--- src/rtl/maze_pkg.sv ---
// Shared definitions for the maze solver / path checker pair:
// move encodings, error codes and the checker state enumeration.
package maze_pkg;

  localparam logic [1:0] MV_UP    = 2'b00;
  localparam logic [1:0] MV_RIGHT = 2'b01;
  localparam logic [1:0] MV_LEFT  = 2'b10;
  localparam logic [1:0] MV_DOWN  = 2'b11;

  localparam logic [1:0] ERR_NONE  = 2'b00;
  localparam logic [1:0] ERR_RANGE = 2'b01;
  localparam logic [1:0] ERR_WALL  = 2'b10;
  localparam logic [1:0] ERR_END   = 2'b11;

  typedef enum logic [2:0] {
    ST_IDLE  = 3'd0,
    ST_WAIT  = 3'd1,
    ST_CALC  = 3'd2,
    ST_PROBE = 3'd3,
    ST_CHECK = 3'd4,
    ST_DONE  = 3'd5,
    ST_FAIL  = 3'd6
  } state_t;

endpackage

--- src/rtl/maze_coord_step.sv ---
// Combinational single-step coordinate update; leaving the grid on either
// edge shows up as a carry/borrow into the extra top bit.
module maze_coord_step
  import maze_pkg::*;
#(
  parameter int W = 4
) (
  input  logic [W-1:0] x,
  input  logic [W-1:0] y,
  input  logic [1:0]   move,
  output logic [W-1:0] nx,
  output logic [W-1:0] ny,
  output logic         out_of_range
);

  localparam logic [W:0] ONE = {{W{1'b0}}, 1'b1};

  logic [W:0] wx_s;
  logic [W:0] wy_s;

  // Widened next-coordinate arithmetic
  always_comb begin
    wx_s = {1'b0, x};
    wy_s = {1'b0, y};
    case (move)
      MV_UP:    wy_s = {1'b0, y} - ONE;
      MV_RIGHT: wx_s = {1'b0, x} + ONE;
      MV_LEFT:  wx_s = {1'b0, x} - ONE;
      MV_DOWN:  wy_s = {1'b0, y} + ONE;
      default: begin
        wx_s = {1'b0, x};
        wy_s = {1'b0, y};
      end
    endcase
  end

  assign nx           = wx_s[W-1:0];
  assign ny           = wy_s[W-1:0];
  assign out_of_range = wx_s[W] | wy_s[W];

endmodule

--- config.mk ---
export PLATFORM = sky130hd
export DESIGN_NAME = maze_coord_step
export DESIGN_NICKNAME = d
export VERILOG_FILES = /design/src/rtl/maze_pkg.sv /design/src/rtl/maze_coord_step.sv
export SDC_FILE = /design/constraint.sdc
export NUM_CORES = 1
export LEC_CHECK = 0
export CAP_MARGIN = 0
export CORE_AREA = 2 2 39 41
export DETAILED_ROUTE_END_ITERATION = 7
export DIE_AREA = 0 0 41 43
export PLACE_DENSITY_LB_ADDON = 0.12
export SLEW_MARGIN = 0
export SYNTH_ARGS = -nofsm -noshare
export SYNTH_HDL_FRONTEND = slang
export SYNTH_SLANG_ARGS = --single-unit
--- constraint.sdc ---
create_clock -name vclk -period 3.5
set_input_delay 1.05 -clock vclk [all_inputs]
set_output_delay 1.05 -clock vclk [all_outputs]
set_load 0.02 [all_outputs]
==> flow_metrics.tcl, run 1 <==
set metrics [dict create \
    fin_area_um2 787.0 \
    hold_viol 0 \
    grt_pass1_vias 399 \
    clkPwrFrac 0 \
    cap_violations 0 \
    crit_fanout 3 \
    rsz0062_at_grt "yes" \
    first_pass_iters 2 \
    place_inst 96 \
    gr-total-overflow 0 \
    internal_power_mw 0.08155 \
    hold_start "y[3]" \
    die_x_um 41 \
    max-vdd-ir-drop_uv 103.3 \
    power_density_nw_per_um2 190.5 \
    grt_antenna_before_repair 0 \
    tightest_slew_ns 0.2396 \
    finalCritPeriodShare 1.015 \
    met3_usage 0.005236 \
    diodes 0 \
    synth_cell_types 26 \
    routed_wl_um 961 \
    grt_start_max_net_pins 8 \
    postSynthAreaPerCell_um2 8.120 \
    drc 0 \
    ff_latch_area_um2 0 \
    seq_area_frac_synth 0 \
    dpl.hpwl_um 789.7 \
    route.vias.total 454 \
    fp.dieH_um 43 \
    run_status "finished with violations" \
    start_util 0.2875 \
    fmax_mhz 281.6 \
    finalWorstSetupSlack_ns -0.05123 \
    final_cells 96 \
    drive_gt1_frac 0.4750 \
    syn-num-nets 67 \
    grt_usage 0.1140 \
    area_delta_synth_final_pct 97.80 \
    netlist_instances 49 \
    dpl-instance-area_um2 723.2 \
    first_iter_violations 1 \
    cp.required_ns 2.45 \
    grt_pass1_wl_um 1511 \
    sw_frac_of_total 0.4561 \
    worstSetupStartpointType "input pin" \
    worstSetupStartpoint "move[1]" \
    drv_slew 0 \
    criticalPathCategory "input pin to primary output" \
    holdPathEnd "ny[3]" \
    nets 100 \
    busiest_layer "met2" \
    portBuffers 19 \
    yosys_warnings 0 \
    switching_power_mw 0.06840 \
    gr-usage-met2 0.2156 \
    syn_area_um2 397.9 \
    maxSlewHeadroom 0.8400 \
    die_area_um2 1763 \
    clockBufferCount 0 \
    pwr-share-comb 1.000 \
    met1_usage 0.1397 \
    critPathArrivalTime_ns 2.50 \
    p_total_mw 0.1499 \
    violations "setup timing" \
    wire_per_inst_um 10.01 \
    endpoint_kind "primary output" \
    period_needed_ns 3.551 \
    core-area_um2 1384 \
    p_leak_nw 0.3799 \
    core.rowCount 14 \
    holdCritPathClass "input pin to primary output" \
    postCtsHoldBufs 0 \
    hold_path_depth 3 \
    setup_viol 1 \
    io_pins 19 \
    gp_congestion 0.6509 \
    drtAntennaViolNets 0 \
    vias_per_cell 4.729 \
    seq_cells 0 \
    p_seq_frac 0 \
]
-- layer usage --
layer	up-vias	wire length [um]	part of all wire
li1	237	-	-
met1	207	391	0.41
met2	10	511	0.53
met3	0	58	0.060
met4	0	0	0
met5	-	0	0
-- worst max path at each step --
stage	endpoint	slack, ns	cells past startpoint
2_1_floorplan	out_of_range	0.005	9
3_3_place_gp	out_of_range	-1.04	9
3_5_place_dp	out_of_range	-1.05	9
4_1_cts	out_of_range	-0.1	9
5_1_grt	out_of_range	-0.14	10
6_report	out_of_range	-0.05	9
-- cell type report --
type               count  area (um^2)
inverters              4        17.52
well taps             16        20.02
multi-input cells     43        444.2
fillers              132        596.8
repair buffers        33        305.3
-- worst max-delay path: stages --
cell     delay, ns
buf_8         0.11
ha_4          0.17
buf_6         0.11
fa_2          0.34
nor2b_1       0.12
o21ai_1       0.08
nor2b_1       0.13
o221a_1       0.26
buf_6         0.13
-- stage by stage --
| stage | hold slack [ns] | util | setup slack (ns) | TNS [ns] |
|---|---|---|---|---|
| 2_1_floorplan | 2.228 | - | 0.005439 | 0 |
| 5_1_grt | 2.492 | 0.5687 | -0.1411 | -0.1610 |
| 3_5_place_dp | 3.237 | 0.5226 | -1.051 | -6.827 |
| 6_report | 2.467 | 0.5687 | -0.05123 | -0.05123 |
| 3_3_place_gp | 3.229 | 0.5226 | -1.038 | -6.745 |
| 4_1_cts | 2.573 | 0.5407 | -0.09925 | -0.1514 |
-- cells in the final DEF (no fill, tap or decap), types with 2 or more instances in the layout --
cell type / count
a21oi_1: 2
buf_4: 13
buf_6: 5
buf_8: 2
dlygate4sd2_1: 8
dlymetal6s2s_1: 2
ha_1: 3
ha_4: 3
inv_2: 2
mux2_4: 2
nand2_1: 2
nor2_1: 2
nor2b_1: 3
xnor2_1: 2
xor2_1: 5
-- timing repair --
item                                    in CTS  in global routing
setup buffers                                0                  0
resized for setup                           57                 11
hold endpoints to repair                     0                  0
endpoints found under the setup margin       9                  5
pin swaps                                   13                  9
-- cells by family after synthesis --
| kind of cell | after synthesis | synth area share |
|---|---|---|
| muxes | 4 | 0.1195 |
| AOI/OAI and AO/OA | 11 | 0.1981 |
| adders and majority gates | 8 | 0.2704 |
| and+or+nand+nor | 12 | 0.1730 |
| buffers and inverters | 6 | 0.06288 |
| xor gates and xnor gates | 8 | 0.1761 |
-- cell usage after synthesis (2+ instances only) --
master	n	area (um^2)
ha_1	7	87.58
xor2_1	5	43.79
inv_1	4	15.01
nor2b_1	3	18.77
xnor2_1	3	26.28
a21oi_1	2	10.01
buf_2	2	10.01
mux2_2	2	22.52
nand2_1	2	7.510
nor2_1	2	7.510
o21ai_0	2	10.01
-- power by group through the flow --
stage,clock network [mW],logic [mW],registers [mW]
after CTS,0,0.144,0
after global routing,0,0.162,0
after detailed placement,0,0.145,0
final,0,0.150,0
after floorplan,0,0.0777,0
after global placement,0,0.145,0
Power figures use the tool's default switching activity.
==> run 2: changes to the inputs <==
==> constraint.sdc (replaced) <==
create_clock -name vclk -period 3.5
set_input_delay 1.05 -clock vclk [all_inputs]
set_output_delay 1.05 -clock vclk [all_outputs]
set_load 0.005 [all_outputs]
==> flow_metrics.tcl, run 2 (synthesized netlist as in run 1, its figures left out) <==
set metrics [dict create \
    diodes 0 \
    portBuffers 19 \
    period_needed_ns 3.531 \
    drive_gt1_frac 0.5568 \
    wire_per_inst_um 10.25 \
    fp.dieH_um 43 \
    drtAntennaViolNets 0 \
    pwr-share-comb 1.000 \
    crit_fanout 3 \
    clkPwrFrac 0 \
    final_core_util 0.6338 \
    p_leak_nw 0.4077 \
    io_pins 19 \
    finalCritPeriodShare 1.009 \
    sw_frac_of_total 0.3699 \
    switching_power_mw 0.05213 \
    route.vias.total 480 \
    gr-total-overflow 0 \
    place_inst 98 \
    first_pass_iters 4 \
    die_area_um2 1763 \
    rsz0062_at_grt "yes" \
    endpoint_kind "primary output" \
    clockBufferCount 0 \
    criticalPathCategory "input pin to primary output" \
    path_buf_inv 3 \
    critPathArrivalTime_ns 2.48 \
    run_status "finished with violations" \
    cp.required_ns 2.45 \
    hold_viol 0 \
    grt_antenna_before_repair 0 \
    grt_start_max_net_pins 12 \
    start_util 0.2875 \
    crit_path_max_incr_delay_ns 0.33 \
    maxSlewHeadroom 0.8585 \
    fmax_mhz 283.2 \
    grt_pass1_wl_um 1773 \
    power_density_nw_per_um2 160.7 \
    core-area_um2 1384 \
    nets 108 \
    violations "setup timing" \
    core.rowCount 14 \
    p_seq_frac 0 \
    dpl.hpwl_um 816.9 \
    final_common_cell "buf_4" \
    gp_congestion 0.6531 \
    drv_slew 0 \
    final_cell_mix "buf_4 (20), dlygate4sd2_1 (6), ha_4 (5)" \
    path_delay_family "adder cells" \
    grt_usage 0.1390 \
    finalWorstSetupSlack_ns -0.03097 \
    area_delta_synth_final_pct 120.4 \
    ff_latch_area_um2 0 \
    max-vdd-ir-drop_uv 75.61 \
    routed_wl_um 1066 \
    final_cells 104 \
    drc 0 \
    fill_cells 137 \
    first_iter_violations 2 \
    vias_per_cell 4.615 \
    crit_chain "buf_12 -> ha_4 -> buf_6 -> fa_2 -> nor2b_1 -> o21ai_1 -> nor2b_2 -> o221a_1 -> buf_2" \
    seq_cells 0 \
    tightest_slew_ns 0.2101 \
    grt_pass1_vias 463 \
    holdCritPathClass "input pin to primary output" \
    cap_violations 0 \
    die_x_um 41 \
    worstSetupStartpointType "input pin" \
    fin_setup_tns_ns -0.03097 \
    cp_slowest_cell "fa_2" \
    internal_power_mw 0.08881 \
    setup_viol 1 \
]
run 2: cell count changes in the layout (fill, tap and decap cells not counted), sizes merged:
cell,before,now
dlygate4sd2,8,6
buf,20,28
clkbuf,1,0
clkdlybuf4s50,1,3
clkdlybuf4s15,1,2
run 2: worst paths after layout:
kind                  cells past startpoint  slack [ns]            to  startpoint
worst max-delay path                      9       -0.03  out_of_range     move[1]
worst min-delay path                      3        2.50         ny[3]        y[3]
run 2: tightest hold or removal path: stages:
cell            delay [ns]
dlymetal6s2s_1        0.15
mux2_4                0.17
buf_6                 0.08
run 2: metrics by stage:
step,worst slack (ns),power [mW],hold WS [ns],area (um^2)
finish,-0.03097,0.1409,2.504,877.1
global route,-0.09375,0.1556,2.546,877.1
CTS,-0.08500,0.1353,2.567,824.5
detailed placement,-1.010,0.1270,3.124,718.2
global placement,-0.9763,0.1259,3.121,718.2
floorplan,0.06087,0.05505,2.155,397.9
run 2: power by group through the flow:
stage | clock [mW] | combinational, mW | sequential, mW
after floorplan | 0 | 0.0551 | 0
after global placement | 0 | 0.126 | 0
after detailed placement | 0 | 0.127 | 0
after CTS | 0 | 0.135 | 0
after global routing | 0 | 0.156 | 0
final | 0 | 0.141 | 0
run 2: layout make-up:
cell class | count | area (um^2) | share of cell area
Multi-Input combinational cell | 43 | 475.5 | 0.5421
Tap cell | 16 | 20.02 | 0.02282
Inverter | 4 | 20.02 | 0.02282
Timing Repair Buffer | 41 | 361.6 | 0.4123
run 2: layer usage:
| layer | up-vias | track usage | part of all wire |
|---|---|---|---|
| met5 | - | 0 | 0 |
| met4 | 0 | 0 | 0 |
| met3 | 0 | 0 | 0.038 |
| met2 | 9 | 0.2875 | 0.57 |
| met1 | 222 | 0.1492 | 0.39 |
| li1 | 249 | - | - |
run 2: repair_timing:
action | 4_1_cts | 5_1_grt
pin swaps | 16 | 13
setup endpoints to repair | 9 | 7
resized for setup | 59 | 10
hold buffers | 0 | 0
buffers inserted | 4 | 2
==> run 3: changes to the inputs <==
==> constraint.sdc (replaced) <==
create_clock -name vclk -period 2.88
set_input_delay 0.864 -clock vclk [all_inputs]
set_output_delay 0.864 -clock vclk [all_outputs]
set_load 0.005 [all_outputs]
==> flow_metrics.tcl, run 3 (synthesized netlist as in run 1, its figures left out) <==
set metrics [dict create \
    multi_input_area_um2 485.5 \
    start_util 0.2875 \
    crit_chain "buf_6 -> buf_6 -> inv_12 -> ha_4 -> xor2_1 -> ha_2 -> nor2b_4 -> a22oi_2 -> o32ai_2 -> o221a_1 -> buf_2" \
    dpl.hpwl_um 805.3 \
    drive_gt1_frac 0.6489 \
    hold_start "y[0]" \
    routed_wl_um 1292 \
    grt_pass1_wl_um 2201 \
    die_area_um2 1763 \
    fill_cells 124 \
    path_buf_inv 4 \
    fmax_mhz 303.3 \
    postCtsHoldBufs 0 \
    wire_per_inst_um 11.75 \
    criticalPathCategory "input pin to primary output" \
    gp_congestion 0.6876 \
    endpoint_kind "primary output" \
    seq_cells 0 \
    run_status "finished with violations" \
    diodes 0 \
    grt_start_max_net_pins 7 \
    crit_path_max_incr_delay_ns 0.24 \
    drc 0 \
    grt_antenna_before_repair 0 \
    area_delta_synth_final_pct 133.6 \
    final_cell_mix "buf_4 (18), buf_6 (13), buf_2 (8)" \
    die_x_um 41 \
    drtAntennaViolNets 0 \
    gr-total-overflow 0 \
    cp_slowest_cell "o32ai_2" \
    core.rowCount 14 \
    clockBufferCount 0 \
    ff_latch_area_um2 0 \
    vias_per_cell 4.691 \
    period_needed_ns 3.297 \
    first_iter_violations 6 \
    worstSetupStartpoint "move[0]" \
    fp.dieH_um 43 \
    holdCritPathClass "input pin to primary output" \
    path_delay_family "compound AO/OA/AOI/OAI gates" \
    power_density_nw_per_um2 198.7 \
    rsz0062_at_grt "yes" \
    portBuffers 19 \
    place_worst_setup_slack_ns -1.276 \
    worstSetupStartpointType "input pin" \
    grt_pass1_vias 505 \
    route.vias.total 516 \
    fin_setup_tns_ns -1.739 \
    violations "setup timing" \
    final_common_cell "buf_4" \
    io_pins 19 \
    max-vdd-ir-drop_uv 97.16 \
    crit_fanout 3 \
    core-area_um2 1384 \
    setup_viol 8 \
    first_pass_iters 4 \
    p_leak_nw 0.4351 \
    critPathArrivalTime_ns 2.43 \
    tightest_slew_ns 0.2415 \
    cap_violations 0 \
    drv_slew 0 \
    fin_area_um2 929.6 \
    crit_path_frequent_cell "buf_6" \
    hold_viol 0 \
    finalWorstSetupSlack_ns -0.4171 \
    maxSlewHeadroom 0.8390 \
    cp.required_ns 2.02 \
    finalCritPeriodShare 1.145 \
    dpl-instance-area_um2 765.7 \
    nets 114 \
    grt_usage 0.1702 \
]
-- run 3: cell count changes in the layout (fill, tap and decap cells not counted), moves of 2 or more --
cell | previous run | this run
buf_6 | 3 | 13
clkdlybuf4s15_1 | 2 | 0
buf_2 | 3 | 8
dlymetal6s2s_1 | 2 | 0
buf_4 | 20 | 18
-- run 3: metrics by stage --
stage	util	power [mW]	hold slack, ns	instances
finish	0.6718	0.1847	2.221	110
global route	0.6718	0.2030	2.255	110
CTS	0.6284	0.1708	2.230	105
detailed placement	0.5533	0.1593	2.768	100
global placement	0.5533	0.1598	2.762	100
floorplan	-	0.07133	1.783	49
-- run 3: repair_timing --
item                                    4_1_cts  5_1_grt
buffers inserted                              5        6
pin swaps                                    17        8
resized for setup                            74        8
gates cloned                                  0        0
endpoints found under the setup margin        9        9
-- run 3: path summary, 6_finish.rpt --
| path | endpoint | slack, ns | depth (start not counted) |
|---|---|---|---|
| setup / recovery | out_of_range | -0.42 | 11 |
| hold / removal | ny[0] | 2.22 | 4 |
-- run 3: final cells by class --
class	instances	area share
multi-input combinational	43	0.5222
timing repair buffer	47	0.4240
inverter	4	0.03230
tap	16	0.02153
-- run 3: routing by layer --
layer | track usage | part of all wire | wire [um] | vias to the layer above
li1 | - | - | - | 263
met1 | 0.2197 | 0.39 | 507 | 236
met2 | 0.3156 | 0.55 | 707 | 17
met3 | 0 | 0.060 | 77 | 0
met4 | 0 | 0 | 0 | 0
met5 | 0 | 0 | 0 | -
-- run 3: worst min-delay path: cells and delay by family --
kind	cells	cell delay, ns
xor+xnor	1	0.05
buf+inv	3	0.45
-- run 3: where the power goes --
| part | internal [mW] | total (mW) | switching [mW] |
|---|---|---|---|
| Combinational | 0.114 | 0.185 | 0.0709 |
| Clock | 0 | 0 | 0 |
| Sequential | 0 | 0 | 0 |
| Total | 0.114 | 0.185 | 0.0709 |
